File: src/rtl/regfile_pkg.sv
// Shared defaults and packed-port helpers for the scoreboarded register file.
package regfile_pkg;

  localparam int DEFAULT_WIDTH  = 32;
  localparam int DEFAULT_DEPTH  = 32;
  localparam int DEFAULT_NUM_RD = 2;

  // LSB position of port i inside a packed bus of w-bit fields
  function automatic int port_lsb(input int i, input int w);
    return i * w;
  endfunction

endpackage

File: src/rtl/regfile_scoreboard.sv
// Busy-bit scoreboard: issue reserves a destination, writeback releases it.
module regfile_scoreboard #(
  parameter int DEPTH    = 32,
  parameter int AW       = 5,
  parameter int ZERO_REG = 1
) (
  input  logic             clk,
  input  logic             rst_n,
  input  logic             wr_en,
  input  logic [AW-1:0]    wr_addr,
  input  logic             rsv_en,
  input  logic [AW-1:0]    rsv_addr,
  output logic [DEPTH-1:0] busy_vec,
  output logic             err_dbl_rsv
);

  logic             wr_zero;
  logic             rsv_zero;
  logic [DEPTH-1:0] clr_vec;
  logic [DEPTH-1:0] set_vec;
  logic [DEPTH-1:0] busy_nxt;
  logic             dbl_rsv;

  // Decode one-hot set/clear masks; a reservation beats a same-address write
  always_comb begin
    wr_zero  = (ZERO_REG != 0) && (wr_addr == '0);
    rsv_zero = (ZERO_REG != 0) && (rsv_addr == '0);
    clr_vec  = (wr_en && !wr_zero) ? (DEPTH'(1) << wr_addr) : '0;
    set_vec  = (rsv_en && !rsv_zero) ? (DEPTH'(1) << rsv_addr) : '0;
    busy_nxt = (busy_vec & ~clr_vec) | set_vec;
    // a write landing on the same register this cycle retires the old producer
    dbl_rsv  = rsv_en && !rsv_zero && busy_vec[rsv_addr] && !clr_vec[rsv_addr];
  end

  // Busy bits and the sticky double-reservation flag
  always_ff @(posedge clk or negedge rst_n) begin
    if (!rst_n) begin
      busy_vec    <= '0;
      err_dbl_rsv <= 1'b0;
    end else begin
      busy_vec <= busy_nxt;
      if (dbl_rsv) err_dbl_rsv <= 1'b1;
    end
  end

endmodule

File: src/rtl/regfile_sb.sv
// Multi-port register file with zero register, write bypass and busy scoreboard.
module regfile_sb
  import regfile_pkg::*;
#(
  parameter int  WIDTH    = DEFAULT_WIDTH,
  parameter int  DEPTH    = DEFAULT_DEPTH,
  parameter int  NUM_RD   = DEFAULT_NUM_RD,
  parameter int  ZERO_REG = 1,
  parameter int  BYPASS   = 1,
  localparam int AW       = $clog2(DEPTH)
) (
  input  logic                    clk,
  input  logic                    rst_n,
  input  logic                    wr_en,
  input  logic [AW-1:0]           wr_addr,
  input  logic [WIDTH-1:0]        wr_data,
  input  logic [NUM_RD*AW-1:0]    rd_addr,
  output logic [NUM_RD*WIDTH-1:0] rd_data,
  output logic [NUM_RD-1:0]       rd_pending,
  input  logic                    rsv_en,
  input  logic [AW-1:0]           rsv_addr,
  output logic [DEPTH-1:0]        busy_vec,
  output logic                    err_dbl_rsv
);

  logic [WIDTH-1:0] mem [DEPTH];
  logic             wr_zero;
  logic             wr_live;

  assign wr_zero = (ZERO_REG != 0) && (wr_addr == '0);
  // bypass is also held off during reset so reads stay at zero
  assign wr_live = rst_n && wr_en && !wr_zero;

  // Storage array; register 0 is never written when it is hardwired
  always_ff @(posedge clk or negedge rst_n) begin
    if (!rst_n) begin
      for (int i = 0; i < DEPTH; i++) mem[i] <= '0;
    end else if (wr_en && !wr_zero) begin
      mem[wr_addr] <= wr_data;
    end
  end

  regfile_scoreboard #(
    .DEPTH    (DEPTH),
    .AW       (AW),
    .ZERO_REG (ZERO_REG)
  ) u_sb (
    .clk         (clk),
    .rst_n       (rst_n),
    .wr_en       (wr_en),
    .wr_addr     (wr_addr),
    .rsv_en      (rsv_en),
    .rsv_addr    (rsv_addr),
    .busy_vec    (busy_vec),
    .err_dbl_rsv (err_dbl_rsv)
  );

  for (genvar g = 0; g < NUM_RD; g++) begin : g_rd
    logic [AW-1:0] addr;
    logic          is_zero;
    logic          hit;

    assign addr    = rd_addr[port_lsb(g, AW) +: AW];
    assign is_zero = (ZERO_REG != 0) && (addr == '0);
    assign hit     = (BYPASS != 0) && wr_live && (wr_addr == addr);

    // Read mux: zero register first, then forwarded write data, then storage
    always_comb begin
      rd_data[port_lsb(g, WIDTH) +: WIDTH] = mem[addr];
      rd_pending[g] = busy_vec[addr];
      if (is_zero) begin
        rd_data[port_lsb(g, WIDTH) +: WIDTH] = '0;
        rd_pending[g] = 1'b0;
      end else if (hit) begin
        rd_data[port_lsb(g, WIDTH) +: WIDTH] = wr_data;
        rd_pending[g] = 1'b0;
      end
    end
  end

endmodule
File: config.mk
export PLATFORM = sky130hd
export DESIGN_NAME = regfile_sb
export DESIGN_NICKNAME = d
export VERILOG_FILES = /design/src/rtl/regfile_pkg.sv /design/src/rtl/regfile_scoreboard.sv /design/src/rtl/regfile_sb.sv
export SDC_FILE = /design/constraint.sdc
export NUM_CORES = 2
export LEC_CHECK = 0
export BUFFER_PORTS_ARGS = -buffer_cell sky130_fd_sc_hd__buf_2
export CORE_MARGIN = 2
export CORE_UTILIZATION = 45
export CTS_CLUSTER_SIZE = 20
export DETAILED_ROUTE_END_ITERATION = 8
export GPL_TIMING_DRIVEN = 0
export PLACE_DENSITY = 0.62
export RECOVER_POWER = 50
export SYNTH_ARGS = -nofsm -noshare
export SYNTH_HDL_FRONTEND = slang
export SYNTH_HIERARCHICAL = 1
export SYNTH_SLANG_ARGS = --single-unit
File: constraint.sdc
create_clock -name clk -period 2.73 [get_ports clk]
set_input_delay 0.1365 -clock clk [delete_from_list [all_inputs] [get_ports clk]]
set_output_delay 0.1365 -clock clk [all_outputs]
set_load 0.02 [all_outputs]
==> impl_summary.md <==
Outcome
The run finished, with violations left. The checks that failed: max-capacitance violations, max-slew violations, negative setup slack.

Critical path
The slowest library cell on the worst path is or4_4. The classification of the worst setup path is primary input to primary output. The slack of the worst reg-to-reg path is 0.09 ns.

Grouping stages by cell kind, the critical path spends the most delay in buffers and inverters. Walking the worst path, the cells encountered are buf_16 > clkbuf_1 > buf_12 > buf_16 > nand2_1 > or4_4 > buf_6 > o21ai_4 > buf_4 > buf_12 > a211oi_2 > a211o_1 > buf_6. The worst register-to-register path begins at u_sb/busy_vec[27]. On the worst path, the slowest cell contributes a delay of 0.54 ns. Together, buffers and inverters on the worst path number 8. The required time at the worst-slack endpoint is around 2.6 ns. The startpoint kind of the worst setup timing path is a primary input.

The endpoint of the worst-slack reg-to-reg timing path is u_sb/err_dbl_rsv. The signal arrival time at the worst endpoint is 2.79 ns. Of all nets on the critical path, the largest fanout is 10.

The worst setup path is captured at a primary output. Measured in cells, the most critical reg-to-reg path has a length of 6.

Detailed routing
For this block, the initial DRC count from the detailed router was 5364. The average wire per cell in the routed design is 38.3 µm. The number of routed nets with antenna violations is 0. The count of TritonRoute iterations in the first routing pass is 8.

For this run, design rule violations remaining after detail routing come to 0. The total via count after detailed routing is 42458. In the routed layout, each cell is associated on average with a via count of 6.89. The total routed wirelength is 236 mm.

Global routing
The initial antenna violation count is 13. The overflow left after global routing is 0. The first-pass GRT wire length is 327 mm.

The overall track demand over capacity in global routing is 0.358. The pin count of the biggest net entering global routing is 167. The number of global-route vias before repair came to 42450.

Floorplanning
The count of boundary I/O pins is 155. For this configuration, the core starts out at a cell density of 0.452. In this run the vertical extent of the chip is ~360 µm. The placeable core region is about 0.13 mm². The cell row count is about 130. The width of the chip is approximately 360 µm.

The die covers 0.131 mm².

Clock tree
The clock sink count is 1057. TritonCTS built the clock tree. The maximum level of the CTS H-tree is 3.

The clock insertion delay at the later pin of the skew report is 0.73 ns. Clock-pin slew was measured on the worst setup and hold paths at around 0.06 ns. TritonCTS created 115 clock buffers. The buffer type at the clock tree root is clkbuf_16.

The clock passes through at most 3 buffers.

Final layout
The final instance count without filler cells is 6161. The top cell types in the final layout, fill and taps aside, are dfrtp_1, mux2_2, mux4_2, mux2i_1, clkbuf_1. The fill cell total of the finished layout is 10770.

The fraction of layout cells with a size suffix above 1 is 0.505. In the final design database the tool counted roughly 4500 nets. The post-layout instance area is 0.0680 mm². The layout overhead on the synthesized area is 18.1%. The library cell used most frequently in the layout, excluding fill and tap cells, is dfrtp_1.

The utilization after layout is 0.534.

Placement
The detailed-placement wirelength estimate is 169 mm. Port buffering added 144 buffers. The placed cell count is 5852.

At the end of routability-driven placement, the weighted congestion stood at 1.01. The cell area after placement is a little over 0.06 mm².

Timing
Based on the critical path, the design can be clocked at up to 342 MHz. The time the final worst path needs with I/O delays and setup is 2.92 ns. The worst-case headroom to the max-slew limit is -0.297. Once routing completed, OpenROAD measured the worst setup slack at -0.193 ns. Setup repair after global routing could not meet its margin everywhere. Final hold analysis gives a worst-case slack of 0.0671 ns.

The number of setup violations in the final report is 60. The worst-margin pin slew is 1.95 ns. In the finished design, the share of the clock period the worst path needs comes to 1.07. The hold violation total from the final report is 0. The clock skew after layout is ~0.012 ns. The number of max-slew violations in the final report is 258. Setup total negative slack on the finished layout was measured at -5.64 ns.

Power and ir drop
The combinational cell fraction of total power is 0.246. The ratio of total power to cell area is 734 mW/mm². Of the total power, registers draw 0.420. Of the total power, the clock network draws 0.334. The static leakage power is between 20 and 30 nW. Summed over all nets, the switching power comes to 15.3 mW. The design internal power is between 30 and 40 mW. The worst-case IR drop observed on VDD is 0.000484 V.

The share of total power consumed by net switching is 0.307.

Logic synthesis
In this run the cell area of the synthesized design comes to 0.0576 mm². The mean instance size in the synthesized netlist is about 14 µm². Among all flip-flop cells after synthesis, the most frequent one is dfrtp_1. Of the synthesized area, sequential elements account for 0.459. The async set-reset flop share out of synthesis is 1.00. Synthesis handed over a netlist of roughly 4000 instances.

When the netlist entered floorplanning its net count stood at 4095. The count of flip-flops with a built-in enable after synthesis is 0. The count of yosys warnings during synthesis is 6. The flip-flop and latch count after synthesis is around 1100.

The netlist uses 73 different library cells.

Hold path
The worst hold path was traced through 4 stages. The endpoint of the worst hold-timing path is u_sb/busy_vec[30]. The hold path startpoint is wr_addr[4]. The path class of the tightest hold or removal check is primary input to flip-flop.

Flow run
The tool flagged a number of max-cap violations equal to 4.
-- timing repair --
item                                    CTS  global route
pin swaps                                57            45
hold buffers                             53             0
resized for setup                       492           186
endpoints found under the setup margin  222           214
gates cloned                              5             1
buffers inserted                         18            17
endpoints found under the hold margin   590             0
-- routing by layer --
metal	up-vias	GRT usage	routed length, µm
met1	22693	0.460	89700
met5	-	0	144
met4	18	0.194	15500
li1	16493	-	-
met2	2579	0.524	102000
met3	675	0.135	28300
-- cell families (layout without fill, tap and decap cells) --
| group | Yosys count | count (layout) | synth area share |
|---|---|---|---|
| and+or+nand+nor | 244 | 244 | 0.0225 |
| xor gates and xnor gates | 14 | 14 | 0.00213 |
| other | 0 | 4 | 0 |
| muxes | 1696 | 1696 | 0.406 |
| buffers and inverters | 474 | 930 | 0.0378 |
| AOI/OAI and AO/OA | 554 | 554 | 0.0719 |
| DFF | 1057 | 1057 | 0.459 |
-- stage by stage --
stage | worst slack [ns] | power, mW
3_3_place_gp | -22.43 | 31.7
5_1_grt | -0.228 | 51.5
3_5_place_dp | -1.61 | 32.1
4_1_cts | -0.214 | 49.4
6_report | -0.193 | 49.9
2_1_floorplan | 0.705 | 28.0
-- worst max path at each step --
stage	to	depth (start not counted)	startpoint
6_report	rd_data[26]	13	rst_n
5_1_grt	rd_data[30]	5	mem[30]
4_1_cts	rd_data[30]	6	mem[798]
3_5_place_dp	rd_data[62]	8	rst_n
3_3_place_gp	mem[141]	1	rst_n
2_1_floorplan	rd_data[15]	7	rd_addr[0]
-- worst reg2reg max path, delay by kind of cell, from the launching register on --
family / cells / cell delay (ns)
AO/OA/AOI/OAI: 1 / 0.10
multiplexers: 2 / 0.80
AND/OR/NAND/NOR: 1 / 0.07
buffers and inverters: 2 / 1.12
flip-flops: 1 / 0.44
-- cell usage after synthesis, types with 4 or more instances --
cell	n	area, µm²
dfrtp_1	1057	26500
mux2_2	974	11000
mux4_2	410	9230
mux2i_1	279	2790
clkbuf_1	232	871
buf_2	133	666
a221oi_1	102	893
o22ai_1	91	569
o21ai_0	84	420
nand2_1	54	203
a21oi_1	51	255
buf_1	51	191
a22oi_1	50	375
nor2_1	44	165
a211o_1	43	377
buf_4	32	240
mux2_1	30	338
nor3_1	26	130
nor4_1	22	138
a211oi_2	20	250
a221o_1	20	200
a21oi_2	18	158
nand3_1	18	90.1
o21bai_1	16	120
buf_6	15	169
a211oi_1	12	90.1
nor3b_1	12	90.1
nand2b_1	11	68.8
nor2b_1	11	68.8
inv_1	10	37.5
nand3b_1	10	75.1
xnor2_1	9	78.8
a31oi_1	8	50.1
or2_1	6	37.5
xor2_1	5	43.8
a22o_1	4	35.0
and2_1	4	25.0
o21ai_1	4	20.0
o31ai_1	4	30.0
or2_2	4	25.0
-- sequential cells by signal, summed over array words and instances (netlist names) --
name / flops
u_sb/err_dbl_rsv: 1
u_sb/busy_vec: 32
mem: 1024
-- area by class of cell --
cell class | count | area (µm²) | area share
antenna | 4 | 10.0 | 0.000147
timing repair buffer | 245 | 1990 | 0.0293
multi-input combinational | 2508 | 30600 | 0.450
sequential | 1057 | 26500 | 0.389
buffer | 462 | 2840 | 0.0418
tap | 1662 | 2080 | 0.0306
clock buffer | 171 | 3360 | 0.0494
clock inverter | 42 | 641 | 0.00942
inverter | 10 | 37.5 | 0.000552
-- power groups by stage --
stage | clock, mW | sequential (mW) | combinational, mW
after detailed placement | 0 | 21.1 | 10.9
after global routing | 17.4 | 21.3 | 12.7
after floorplan | 0 | 20.5 | 7.47
after global placement | 0 | 21.0 | 10.7
final | 16.7 | 21.0 | 12.3
after CTS | 16.8 | 20.9 | 11.7
(Power assumes the default switching activity.)
